<file path="src/rtl/mulacc_pkg.sv">
// Shared types and constants for the round-robin multiply-accumulate scheduler.
package mulacc_pkg;

  typedef enum logic {
    ARB  = 1'b0,
    EXEC = 1'b1
  } state_e;

  localparam int ACC_INIT = 1;

  // Context ids need at least one bit even for degenerate requester counts.
  function automatic int id_width(input int n);
    return (n > 1) ? $clog2(n) : 1;
  endfunction

endpackage

</file>
<file path="src/rtl/mulacc_dp.sv">
// Registered unsigned WIDTH x WIDTH multiplier; the product is held until the next load.
module mulacc_dp #(
  parameter int WIDTH = 8
) (
  input  logic             clk,
  input  logic             reset,
  input  logic             load,
  input  logic [WIDTH-1:0] a,
  input  logic [WIDTH-1:0] b,
  output logic [WIDTH-1:0] lo,
  output logic [WIDTH-1:0] hi,
  output logic             hi_nz
);

  logic [2*WIDTH-1:0] prod_d, prod_q;

  always_comb begin
    prod_d = prod_q;
    if (load) begin
      prod_d = (2*WIDTH)'(a) * (2*WIDTH)'(b);
    end
  end

  always_ff @(posedge clk) begin
    if (reset) begin
      prod_q <= '0;
    end else begin
      prod_q <= prod_d;
    end
  end

  assign lo    = prod_q[WIDTH-1:0];
  assign hi    = prod_q[2*WIDTH-1:WIDTH];
  assign hi_nz = |prod_q[2*WIDTH-1:WIDTH];

endmodule

</file>
<file path="src/rtl/mulacc_sched.sv">
// Round-robin scheduler sharing one multiply datapath among NREQ accumulator contexts.
//   state | meaning
//   ARB   | pick next requester from rr_ptr, launch multiply (or note a clear)
//   EXEC  | write back product or init value into the granted context
module mulacc_sched
  import mulacc_pkg::*;
#(
  parameter  int WIDTH = 8,
  parameter  int NREQ  = 4,
  localparam int IDW   = id_width(NREQ)
) (
  input  logic                  clk,
  input  logic                  reset,
  input  logic [NREQ-1:0]       req_valid,
  input  logic [NREQ-1:0]       req_clr,
  input  logic [NREQ*WIDTH-1:0] req_x,
  output logic [NREQ-1:0]       req_ready,
  output logic [NREQ*WIDTH-1:0] acc_out,
  output logic [NREQ-1:0]       ovf_out,
  output logic                  busy,
  output logic [IDW-1:0]        grant_id
);

  state_e           state_d, state_q;
  logic [IDW-1:0]   rr_ptr_d, rr_ptr_q;
  logic [IDW-1:0]   cur_id_d, cur_id_q;
  logic             clr_d, clr_q;
  logic [WIDTH-1:0] acc_d [NREQ];
  logic [WIDTH-1:0] acc_q [NREQ];
  logic [NREQ-1:0]  ovf_d, ovf_q;

  logic [WIDTH-1:0] x_arr [NREQ];
  logic [IDW-1:0]   winner, cand;
  logic             found;
  int               sum;

  logic             dp_load;
  logic [WIDTH-1:0] dp_lo, dp_hi;
  logic             dp_hi_nz;

  for (genvar i = 0; i < NREQ; i++) begin : g_ctx
    assign x_arr[i]                   = req_x[i*WIDTH +: WIDTH];
    assign acc_out[i*WIDTH +: WIDTH]  = acc_q[i];
  end

  // First valid requester at or after rr_ptr, wrapping modulo NREQ.
  always_comb begin
    found  = 1'b0;
    winner = '0;
    cand   = '0;
    sum    = 0;
    for (int k = 0; k < NREQ; k++) begin
      sum = int'(rr_ptr_q) + k;
      if (sum >= NREQ) begin
        sum = sum - NREQ;
      end
      cand = IDW'(sum);
      if (!found && req_valid[cand]) begin
        found  = 1'b1;
        winner = cand;
      end
    end
  end

  mulacc_dp #(.WIDTH(WIDTH)) u_dp (
    .clk   (clk),
    .reset (reset),
    .load  (dp_load),
    .a     (acc_q[winner]),
    .b     (x_arr[winner]),
    .lo    (dp_lo),
    .hi    (dp_hi),
    .hi_nz (dp_hi_nz)
  );

  always_comb begin
    state_d   = state_q;
    rr_ptr_d  = rr_ptr_q;
    cur_id_d  = cur_id_q;
    clr_d     = clr_q;
    acc_d     = acc_q;
    ovf_d     = ovf_q;
    req_ready = '0;
    dp_load   = 1'b0;
    case (state_q)
      ARB: begin
        if (found) begin
          req_ready[winner] = 1'b1;
          cur_id_d          = winner;
          clr_d             = req_clr[winner];
          dp_load           = !req_clr[winner];
          state_d           = EXEC;
        end
      end
      EXEC: begin
        if (clr_q) begin
          acc_d[cur_id_q] = WIDTH'(ACC_INIT);
          ovf_d[cur_id_q] = 1'b0;
        end else begin
          acc_d[cur_id_q] = dp_lo;
          ovf_d[cur_id_q] = ovf_q[cur_id_q] | dp_hi_nz;
        end
        rr_ptr_d = (cur_id_q == IDW'(NREQ-1)) ? '0 : cur_id_q + 1'b1;
        state_d  = ARB;
      end
      default: state_d = ARB;
    endcase
  end

  always_ff @(posedge clk) begin
    if (reset) begin
      state_q  <= ARB;
      rr_ptr_q <= '0;
      cur_id_q <= '0;
      clr_q    <= 1'b0;
      ovf_q    <= '0;
      for (int i = 0; i < NREQ; i++) begin
        acc_q[i] <= WIDTH'(ACC_INIT);
      end
    end else begin
      state_q  <= state_d;
      rr_ptr_q <= rr_ptr_d;
      cur_id_q <= cur_id_d;
      clr_q    <= clr_d;
      ovf_q    <= ovf_d;
      acc_q    <= acc_d;
    end
  end

  assign busy     = (state_q == EXEC);
  assign grant_id = (state_q == EXEC) ? cur_id_q : '0;
  assign ovf_out  = ovf_q;

  // The overflow decision relies on hi_nz summarising the upper product half.
  hi_nz_consistent : assert property (@(posedge clk) disable iff (reset)
    dp_hi_nz == (dp_hi != '0));

endmodule

</file>
<file path="config.mk">
export PLATFORM = sky130hd
export DESIGN_NAME = mulacc_sched
export DESIGN_NICKNAME = d
export VERILOG_FILES = /design/src/rtl/mulacc_pkg.sv /design/src/rtl/mulacc_dp.sv /design/src/rtl/mulacc_sched.sv
export SDC_FILE = /design/constraint.sdc
export NUM_CORES = 1
export LEC_CHECK = 0
export ABC_AREA = 1
export ABC_CLOCK_PERIOD_IN_PS = 6900
export CORE_AREA = 3 3 128 130
export CTS_CLUSTER_SIZE = 16
export DETAILED_ROUTE_END_ITERATION = 16
export DIE_AREA = 0 0 131 133
export PLACE_DENSITY = 0.61
export SKIP_CTS_REPAIR_TIMING = 1
export SYNTH_ARGS = -nofsm -noshare
export SYNTH_HDL_FRONTEND = slang
export SYNTH_SLANG_ARGS = --single-unit
</file>
<file path="constraint.sdc">
create_clock -name clk -period 6.9 [get_ports clk]
set_clock_uncertainty 0.15 [all_clocks]
set_input_delay 0.69 -clock clk [delete_from_list [all_inputs] [get_ports clk]]
set_output_delay 0.69 -clock clk [all_outputs]
set_load 0.03 [all_outputs]
</file>
== After elaboration in Yosys (flattened, before gate mapping) ==
Cells that the tools add are included.
Word-level totals
  bits in registers: 58
  input bits: 42
  output and inout port bits: 43
  word-level logic and storage cells: 104
Cells by class
  add/subtract/negate cells: 8
  $mul: 1
  order comparisons: 15
  equality and inequality tests: 1
  muxes and demuxes: 48
  bitwise operators: 9
  reductions and logical operators: 12
Operator list (number)
  8-bit two-way mux: 5
  8-bit binary-select mux with 2-bit select: 2
  32-bit bitwise mux: 1
  32-bit two-way mux: 1
  28-bit AND: 1
  28-bit inverter: 1
  2-bit two-way mux: 10
  2-bit by 3-bit < comparator with 1-bit output, second input constant: 6
  8-bit demux with 2-bit select: 1
  8-bit by 8-bit multiplier with 16-bit output: 1
  3-bit >= comparator, second input constant: 5
  1-bit two-way mux: 15
  1-bit binary-select mux with 2-bit select: 6
  4-bit two-way mux: 3
  8-bit OR reduction: 1
  2-bit by 1-bit subtractor with 2-bit output, second input constant: 4
  2-bit by 2-bit adder with 3-bit output, second input constant: 2
  1-bit logical AND: 6
  2-bit inverter with 3-bit output: 2
  4-bit AND: 1
  4-bit bitwise mux: 1
  1-bit demux with 2-bit select: 2
  2-bit by 1-bit >= comparator with 1-bit output, second input constant: 2
  1-bit logical NOT: 4
  other kinds (11): 11

== Depth between registers and ports, before layout ==
Gate-level depths: netlist (run 1).
  depth in word-level cells: 20
  gate-level depth with buffers: 35
  mapped depth without buffers: 34

== Modules after synthesis ==
A second synthesis (run 1) with hierarchy kept.
Second synthesis, totals
  cells, all modules: 876
  area total of the unflattened synthesis: 5738.0 um^2
By module, submodules not included
  mulacc_dp: instances 1, cells each 455, area each 3000.4 um^2
  mulacc_sched: instances 1, cells each 421, area each 2737.6 um^2

== Least setup slack after synthesis (run 1) ==
Ideal clock, no wire load.
  path kind: input port to flip-flop
  from: in req_valid[3]
  to: reg u_dp.prod_q[12]
  arrival: 5525 ps
  required time: 6637 ps
  slack: 1113 ps
  stages: 29
  path buffers: 1
  cells stage by stage: inv_1 > nand2_1 > nand3_1 > nand2_2 > inv_1 > nand2_1 > nand2_2 > inv_2 > nor2_4 > nand2_2 > buf_2 > or2_1 > nand4_2 > nor2_1 > fa_1 > inv_1 > fa_1 > fa_1 > fa_1 > inv_1 > ha_1 > a21oi_1 > a21boi_0 > o21ai_0 > a21oi_1 > xor2_1 > nand2_1 > nand2_1 > nor2_1
On the way
  longest elaborated chain between the ends: 17
  elaborated cells between the ends (all ways): 35
  those cells by class: mul: 1; mux: 26; bitwise: 1; reduce/logical: 7
Ends and longest elaborated chain
  start, declared: RTL line mulacc_sched.sv:14  | input logic [NREQ-1:0] req_valid,
  1-bit binary-select mux with 2-bit select: RTL line mulacc_sched.sv:58  | if (!found && req_valid[cand]) begin
  1-bit two-way mux (implied by the code): RTL line mulacc_sched.sv:58
  1-bit two-way mux: RTL line mulacc_sched.sv:58
  1-bit logical NOT: RTL line mulacc_sched.sv:58
  1-bit logical AND: RTL line mulacc_sched.sv:58
  1-bit two-way mux: RTL line mulacc_sched.sv:58
  1-bit logical NOT: RTL line mulacc_sched.sv:58
  1-bit logical AND: RTL line mulacc_sched.sv:58
  1-bit two-way mux: RTL line mulacc_sched.sv:58
  1-bit logical NOT: RTL line mulacc_sched.sv:58
  1-bit logical AND: RTL line mulacc_sched.sv:58
  2-bit two-way mux: RTL line mulacc_sched.sv:58
  2-bit inverter with 3-bit output (implied by the code) / 1-bit binary-select mux with 2-bit select (equally long branches): RTL line mulacc_sched.sv:69, mulacc_sched.sv:70, mulacc_sched.sv:91
  8-bit binary-select mux with 2-bit select (tied with other cells): RTL line mulacc_sched.sv:69  | .a (acc_q[winner]),
  8-bit two-way mux (implied by the code) (tied with other cells) (2 in a row): RTL line mulacc_sched.sv:69
  8-bit by 8-bit multiplier with 16-bit output / 1-bit two-way mux (equally long branches): RTL line mulacc_dp.sv:20, mulacc_sched.sv:85
  end signal, assigned: RTL line mulacc_dp.sv:28  | prod_q <= prod_d;
  end, declared: RTL line mulacc_dp.sv:15  | logic [2*WIDTH-1:0] prod_d, prod_q;
Parallel ways exist; a longest one is shown, timed or not. The select of a mux whose other input is x is not followed.
A chain may end at the register's enable or synchronous reset.

== Final worst setup path (run 1) ==
Ends and elaborated chain as after synthesis.

==> metrics, run 1 <==
Site Rows between 40 and 50; Die Area roughly 17000 µm²; CP endpoint kind flip-flop; RSZ-0062 raised after global routing false; die width 131 µm; # nets final 988; Reg clk slew, reported paths roughly 0.050 ns; Sink Count 58; drt pass-1 iters 5; htree depth 3; final hold vios 0; antenna-violating nets left 0; Crit Path Max Fanout 15; Mapped Area 5310 µm²; async set-reset flop share out of synthesis 0%; Max Fclk ~0.16 GHz; WL/cell 14.0 µm; actual slew at the worst max-slew pin between 1 and 1.5 ns; Tightest Hold Check Type reg2reg; register area share after synthesis a little over a fifth; post-layout min period about 6.4 ns; initial antenna violation count 0; first-pass GRT wire length 24600 µm; Clock Latency Late Sink about 0.33 ns; TNS Setup 0 ns; Via density between 4 and 5; Yosys cell types 34; area delta synth->final 26.7%; status complete, no violations; syn avg cell area between 6 and 7 µm²; dpl hpwl 12100 µm; mux cell area share after synthesis 0%; Rel. slew slack 29.3%; core area 15300 µm²; drt first-iter violations between 300 and 400; total number of vias 5022; CP Class in2reg; simple-gate area share of the yosys netlist approximately a third; clock buffer count from CTS 9; largest family of logic cells by synthesized area simple AND/OR/NAND/NOR gates; Die Ht approximately 130 µm; Synth Area in Compound Gates roughly 7.5%; clock root cell clkbuf_16; Synth Flop Type dfxtp_1; WP data required 6.98 ns; Synth Instances ~780; MaxCap Viol Count 0; IO Pins 85; max-slew violation count 0; post-synthesis adder-cell area fraction 23.0%; CTS tree yes; Fillers ~1500; CP arrival between 6 and 7 ns; Final Cycle Share approximately 93%; Synth Register Bits 58; gpl congestion ~0.89; Post-Route WL about 15000 µm; Initial Util between 30% and 40%; XOR/XNOR share of the synthesized area 1.98%; crit start category input pin; syn_nets 895; clk buf depth 2; n_diodes 0; Total GRT Usage approximately 18%; drc violations 0; share of layout cells above drive strength 1 between 9 and 10%; Yosys warnings 0; EDFF count, synth 0; PortBufs 84; vias in the first global route ~4800; endpoints failing setup 0; total global routing overflow 0; largest net degree at the start of global routing 37
[Yosys cell counts (11+ instances only)]
library cell / count / area share, %
a21oi_1: 50 / 4.7
ha_1: 40 / 9.4
dfxtp_1: 58 / 22
nand2_1: 204 / 14
o21ai_0: 11 / 1.0
inv_1: 127 / 9.0
or2_1: 16 / 1.9
nand4_2: 11 / 2.6
nand3_1: 14 / 1.3
nor2_1: 119 / 8.4
fa_1: 36 / 14
inv_2: 13 / 0.92
[cell usage in the layout, fill, tap and decap left out, types with 4 or more instances in the layout]
cell             instances
nand2_1                204
inv_1                  127
nor2_1                 119
clkdlybuf4s50_1         84
dfxtp_1                 58
a21oi_1                 50
ha_1                    40
fa_1                    36
or2_1                   16
nand3_1                 14
inv_2                   13
buf_4                   12
o21ai_0                 11
nand4_2                 11
nand2_2                  9
or2_2                    9
clkbuf_16                9
xor2_1                   8
nand4_1                  7
o21bai_1                 5
nand3_2                  4
xnor2_1                  4
o22ai_1                  4
[final timing paths]
kind	startpoint	endpoint	slack [ns]	cells after the start
max	req_valid[3]	u_dp.prod_q[12]	0.47	27
min	acc_out[26]	acc_out[26]	0.33	2
max reg2reg	rr_ptr_q[0]	u_dp.prod_q[12]	0.62	27
min reg2reg	acc_out[26]	acc_out[26]	0.33	2
[cell type report]
cell class	instances	area (µm²)	area share, %
well taps	211	264	3.92
inverters	141	534	7.93
flip-flops and latches	58	1160	17.2
multi-input cells	564	3540	52.5
repair buffers	96	931	13.8
clock inverters	4	50.0	0.743
clock buffers	12	256	3.81
[state kept, by name (all words and copies together), names as in the netlist]
name	count
acc_out	32
u_dp.prod_q	16
ovf_out	4
cur_id_q	2
rr_ptr_q	2
busy	1
clr_q	1
[cells by family after synthesis]
kind of cell / after synthesis
DFF: 58
xor gates and xnor gates: 12
and+or+nand+nor: 402
adders and majority gates: 76
buffers and inverters: 155
AOI/OAI and AO/OA: 74
[critical path, stage by stage]
cell	delay, ns
clkdlybuf4s50_1	0.42
inv_1	0.07
nand2_1	0.06
nand3_1	0.14
nand2_2	0.08
nor2_4	0.14
nand3_1	0.16
nand2_4	0.18
nand2_2	0.21
or2_2	0.34
nand4_2	0.25
nor2_1	0.11
fa_1	0.55
inv_1	0.06
fa_1	0.49
fa_1	0.52
fa_1	0.54
inv_1	0.04
ha_1	0.33
a21oi_1	0.18
a21boi_1	0.24
o21ai_0	0.15
a21oi_1	0.19
xor2_1	0.16
nand2_1	0.07
nand2_1	0.07
nor2_1	0.05
[routing by layer]
layer  GRT usage [%]  up-vias  part of all wire (%)
met5               0        -                     0
met4            3.37        0                  0.96
met3            2.54       16                   5.5
met2            27.8      140                    46
met1            25.7     2300                    48
li1                -     2566                     -
[metrics by stage]
step	setup WS (ns)	std cells	instance area, µm²	hold WS [ns]	util [%]
finish	0.468	1086	6740	0.328	44.1
global route	0.0495	1086	6740	0.349	44.1
global placement	0.0690	1070	6430	0.314	42.1
detailed placement	0.0682	1070	6430	0.322	42.1
CTS	0.400	1086	6740	0.330	44.1
floorplan	1.11	777	5310	0.304	-
Power of run 1 is not shown: default switching activity piles up to over one toggle a cycle in this logic, so the estimate is an artifact.
==> run 2: changes to the inputs <==
--- a/config.mk
+++ b/config.mk
@@ -11,7 +11,7 @@
 export CTS_CLUSTER_SIZE = 16
 export DETAILED_ROUTE_END_ITERATION = 16
 export DIE_AREA = 0 0 131 133
-export PLACE_DENSITY = 0.61
+export PLACE_DENSITY = 0.63
 export SKIP_CTS_REPAIR_TIMING = 1
 export SYNTH_ARGS = -nofsm -noshare
 export SYNTH_HDL_FRONTEND = slang
==> run 2 against run 1 <==
- sequential share of layout area hardly changed
- via count is 1.7% lower
- routed wire length is 4.4% lower
- global-route usage is 0.53 points lower
- final area is 0.19% higher
- critical path depth is 2 higher
- sequential cell count stayed put
- register-to-register slack better by 0.04 ns
- cell count is 0.46% higher
==> metrics, run 2 (synthesized netlist as in run 1, its figures left out) <==
share of layout cells above drive strength 1 under 10%; drt pass-1 iters 4; drc violations 0; Die Ht roughly 130 µm; placed insts approximately 1100; CP arrival roughly 6.4 ns; vias in the first global route roughly 4800; Crit Path Max Fanout 10; max-slew violation count 0; footprint of the multi-input gates 3540 µm²; WP data required 6.97 ns; PortBufs 84; CP endpoint kind flip-flop; die width roughly 130 µm; final hold vios 0; WL/cell approximately 13 µm; clk buf depth 2; Crit path max-delay family adder cells; clock root cell clkbuf_16; htree depth 3; DP Area approximately 6500 µm²; largest net degree at the start of global routing 37; n_diodes 0; Initial Util between 30% and 40%; core area between 15000 and 20000 µm²; area delta synth->final 27.0%; sequential cell area between 1000 and 1500 µm²; MaxCap Viol Count 0; # nets final slightly below 1000; IO Pins 85; status complete, no violations; Via density 4.52; most common cell after layout, fill and taps aside nand2_1; most frequent CP cell nand2_1; endpoints failing setup 0; Total GRT Usage 17.1%; Post-Route WL approximately 15000 µm; Fillers 1585; drt first-iter violations 345; initial antenna violation count 0; Reg clk slew, reported paths approximately 0.060 ns; total number of vias 4936; CTS tree yes; Final Cycle Share around 90%; worst path bufs/invs 5; total global routing overflow 0; TNS Setup 0 ns; Sink Count between 50 and 60; max FFs per register 32; final std cells w/o fill about 1100; antenna-violating nets left 0; CP Class in2reg; post-layout min period 6.37 ns; crit start category input pin; Finished Cell Area 6750 µm²; Rel. slew slack 33.9%; Site Rows 45; most frequent cells in the layout nand2_1, inv_1, nor2_1; RSZ-0062 raised after global routing false; Die Area 17400 µm²; gpl congestion 0.916; Tightest Hold Check Type reg2reg; Clock Latency Late Sink 0.33 ns; Max Fclk 0.157 GHz; CP max stage cell fa_1; Core Util, Final between 40% and 50%; first-pass GRT wire length 23800 µm; dpl hpwl 11800 µm; Largest stage delay, worst path ~0.56 ns; clock buffer count from CTS 9; actual slew at the worst max-slew pin 0.992 ns
## run 2: cell types whose count changed in the layout (fill, tap and decap cells not counted), sizes merged
cell,before,now
clkbuf,12,10
bufinv,1,0
buf,12,17
clkinv,1,4
## run 2: path summary, 6_finish.rpt
| check | startpoint | end | slack [ns] | depth (start not counted) |
|---|---|---|---|---|
| max reg2reg | rr_ptr_q[0] | u_dp.prod_q[12] | 0.66 | 29 |
| min reg2reg | acc_out[11] | acc_out[11] | 0.33 | 2 |
| min | acc_out[11] | acc_out[11] | 0.33 | 2 |
| max | req_valid[3] | u_dp.prod_q[12] | 0.53 | 29 |
## run 2: tightest hold or removal path, cell delays in order, from the launching register on
cell and delay (ns):
dfxtp_1 0.31, nand2_1 0.06, a21oi_1 0.05
## run 2: final cells by class
| cell class | count | share of cell area (%) |
|---|---|---|
| multi-input cells | 564 | 52.4 |
| flip-flops and latches | 58 | 17.2 |
| repair buffers | 101 | 14.4 |
| inverters | 141 | 7.92 |
| well taps | 211 | 3.91 |
| clock buffers | 10 | 3.54 |
| clock inverters | 6 | 0.630 |
## run 2: routing by layer
layer	wire length (µm)	track usage [%]	vias to the layer above
met1	6820	23.9	2208
met2	6540	27.1	147
met5	0	0	-
met4	161	4.63	0
li1	-	-	2571
met3	1010	3.03	10
## run 2: stage by stage
| stage | hold slack, ns | setup WS (ns) |
|---|---|---|
| floorplan | 0.304 | 1.11 |
| finish | 0.326 | 0.529 |
| detailed placement | 0.318 | 0.168 |
| global route | 0.341 | 0.0522 |
| global placement | 0.314 | 0.194 |
| CTS | 0.327 | 0.508 |
Power of run 2 is left out for the same reason.
==> run 3: changes to the inputs <==
--- a/config.mk
+++ b/config.mk
@@ -6,12 +6,13 @@
 export NUM_CORES = 1
 export LEC_CHECK = 0
 export ABC_AREA = 1
-export ABC_CLOCK_PERIOD_IN_PS = 6900
+export ABC_CLOCK_PERIOD_IN_PS = 5600
 export CORE_AREA = 3 3 128 130
+export CTS_CLUSTER_DIAMETER = 50
 export CTS_CLUSTER_SIZE = 16
 export DETAILED_ROUTE_END_ITERATION = 16
 export DIE_AREA = 0 0 131 133
-export PLACE_DENSITY = 0.63
+export PLACE_DENSITY = 0.65
 export SKIP_CTS_REPAIR_TIMING = 1
 export SYNTH_ARGS = -nofsm -noshare
 export SYNTH_HDL_FRONTEND = slang
==> constraint.sdc (replaced) <==
create_clock -name clk -period 5.6 [get_ports clk]
set_clock_uncertainty 0.15 [all_clocks]
set_input_delay 0.56 -clock clk [delete_from_list [all_inputs] [get_ports clk]]
set_output_delay 0.56 -clock clk [all_outputs]
set_load 0.03 [all_outputs]
==> run 3 against run 2 <==
- the flow now finishes with violations (negative setup slack)
- sequential cell count did not move
- via count increased by 12%
- critical path depth grew 3
- die area is the same
- worst setup slack worse by 0.62 ns
- count of clock-buffer cells in the layout down 1
- cell count rose by 7.1%
- routed wire length grew 16%
- sequential share of layout area decreased by 2.6 points
==> metrics, run 3 (synthesized netlist as in run 1, its figures left out) <==
initial antenna violation count 0; MaxCap Viol Count 0; largest net degree at the start of global routing 37; most frequent cells in the layout nand2_1, inv_1, nor2_1; post-layout min period between 5 and 6 ns; actual slew at the worst max-slew pin 0.992 ns; WP data required ~5.7 ns; clk buf depth 2; dpl hpwl between 10000 and 15000 µm; CP arrival ~5.8 ns; crit path from rr_ptr_q[0]; share of layout cells above drive strength 1 26.0%; Total GRT Usage 17.9%; max-slew violation count 0; clock root cell clkbuf_16; htree depth 3; die width 131 µm; IO Pins 85; Post-Route WL about 17000 µm; n_diodes 0; area delta synth->final 50.1%; Largest stage delay, worst path around 0.56 ns; drc violations 0; Sink Count between 50 and 60; CP Class reg2reg; Via density around 4.7; Clock Latency Late Sink 0.33 ns; CP max stage cell fa_1; FF-to-FF End u_dp.prod_q[8]; Die Ht ~130 µm; core area roughly 15000 µm²; Die Area roughly 17000 µm²; critical path capture point u_dp.prod_q[8]; reg2reg setup slack -0.09 ns; CTS tree yes; total global routing overflow 0; PortBufs 84; violated checks negative setup slack; drt pass-1 iters 5; Tightest Hold Check Type reg2reg; clock buffer count from CTS 9; worst reg2reg path startpoint rr_ptr_q[0]; vias in the first global route ~5000; endpoints failing setup 7; RSZ-0062 raised after global routing true; Rel. slew slack around a third; first-pass GRT wire length about 25000 µm; Max Fclk 0.176 GHz; WL/cell about 14 µm; worst r2r path cells 32; post-route setup slack -0.0870 ns; max FFs per register 32; antenna-violating nets left 0; CP endpoint kind flip-flop; Reg clk slew, reported paths 0.05 ns; Crit Path Max Fanout 9; gpl congestion between 0.9 and 1; # nets final approximately 1100; status finished with violations; total number of vias 5541; Final Cycle Share 102%; TNS Setup -0.371 ns; Site Rows 45; crit start category flip-flop; drt first-iter violations 367; Initial Util a little over a third; most common cell after layout, fill and taps aside nand2_1; final hold vios 0
==> run 3: cell count changes in the layout (fill, tap and decap cells not counted), moves of 9 or more <==
cell / change
nor2_1: -21
buf_4: +66
nand4_2: -9
nand4_4: +9
nand2_1: -21
inv_1: -11
nand2_2: +15
nor2_2: +13
inv_2: +11
==> run 3: metal layers <==
metal  GRT usage (%)  vias to the layer above  wire length [µm]
met3            3.47                       27               994
met2            27.9                      163              8060
met1            25.2                     2620              7510
met5               0                        -                 0
met4            4.69                        0               280
li1                -                     2731                 -
==> run 3: area by class of cell <==
cell class,count,area (µm²)
Fill cell,1384,7280
Multi-Input combinational cell,564,4030
Timing Repair Buffer,180,1670
Sequential cell,58,1170
Inverter,141,537
Tap cell,211,264
Clock buffer,9,225
Clock inverter,6,82.6
==> run 3: how the worst min path moves through the flow <==
stage                         startpoint              to  slack (ns)  cells past startpoint
after global placement    u_dp.prod_q[3]  u_dp.prod_q[3]        0.31                      2
after CTS                    acc_out[13]     acc_out[13]        0.33                      2
after detailed placement     acc_out[13]     acc_out[13]        0.32                      2
final                        acc_out[13]     acc_out[13]        0.33                      2
after floorplan           u_dp.prod_q[7]  u_dp.prod_q[7]        0.30                      2
after global routing         acc_out[13]     acc_out[13]        0.35                      2
==> run 3: critical path, delay by kind of cell, from the launching register on <==
kind,cells,cell delay (ns)
compound gates,1,0.06
xor+xnor,1,0.14
fa+ha+maj,5,2.34
buf+inv,10,1.05
flops,1,0.36
simple gates,15,1.47
==> run 3: per-stage QoR <==
stage	util, %	hold WS (ns)	cell area (µm²)	setup WS [ns]	instances
floorplan	-	0.304	5310	0.00436	777
global placement	45.5	0.313	6940	-0.801	1135
detailed placement	45.5	0.324	6940	-0.862	1135
CTS	47.5	0.332	7250	-0.534	1150
global route	52.3	0.349	7980	-0.316	1169
finish	52.3	0.333	7980	-0.0870	1169
Power of run 3 is left out for the same reason.
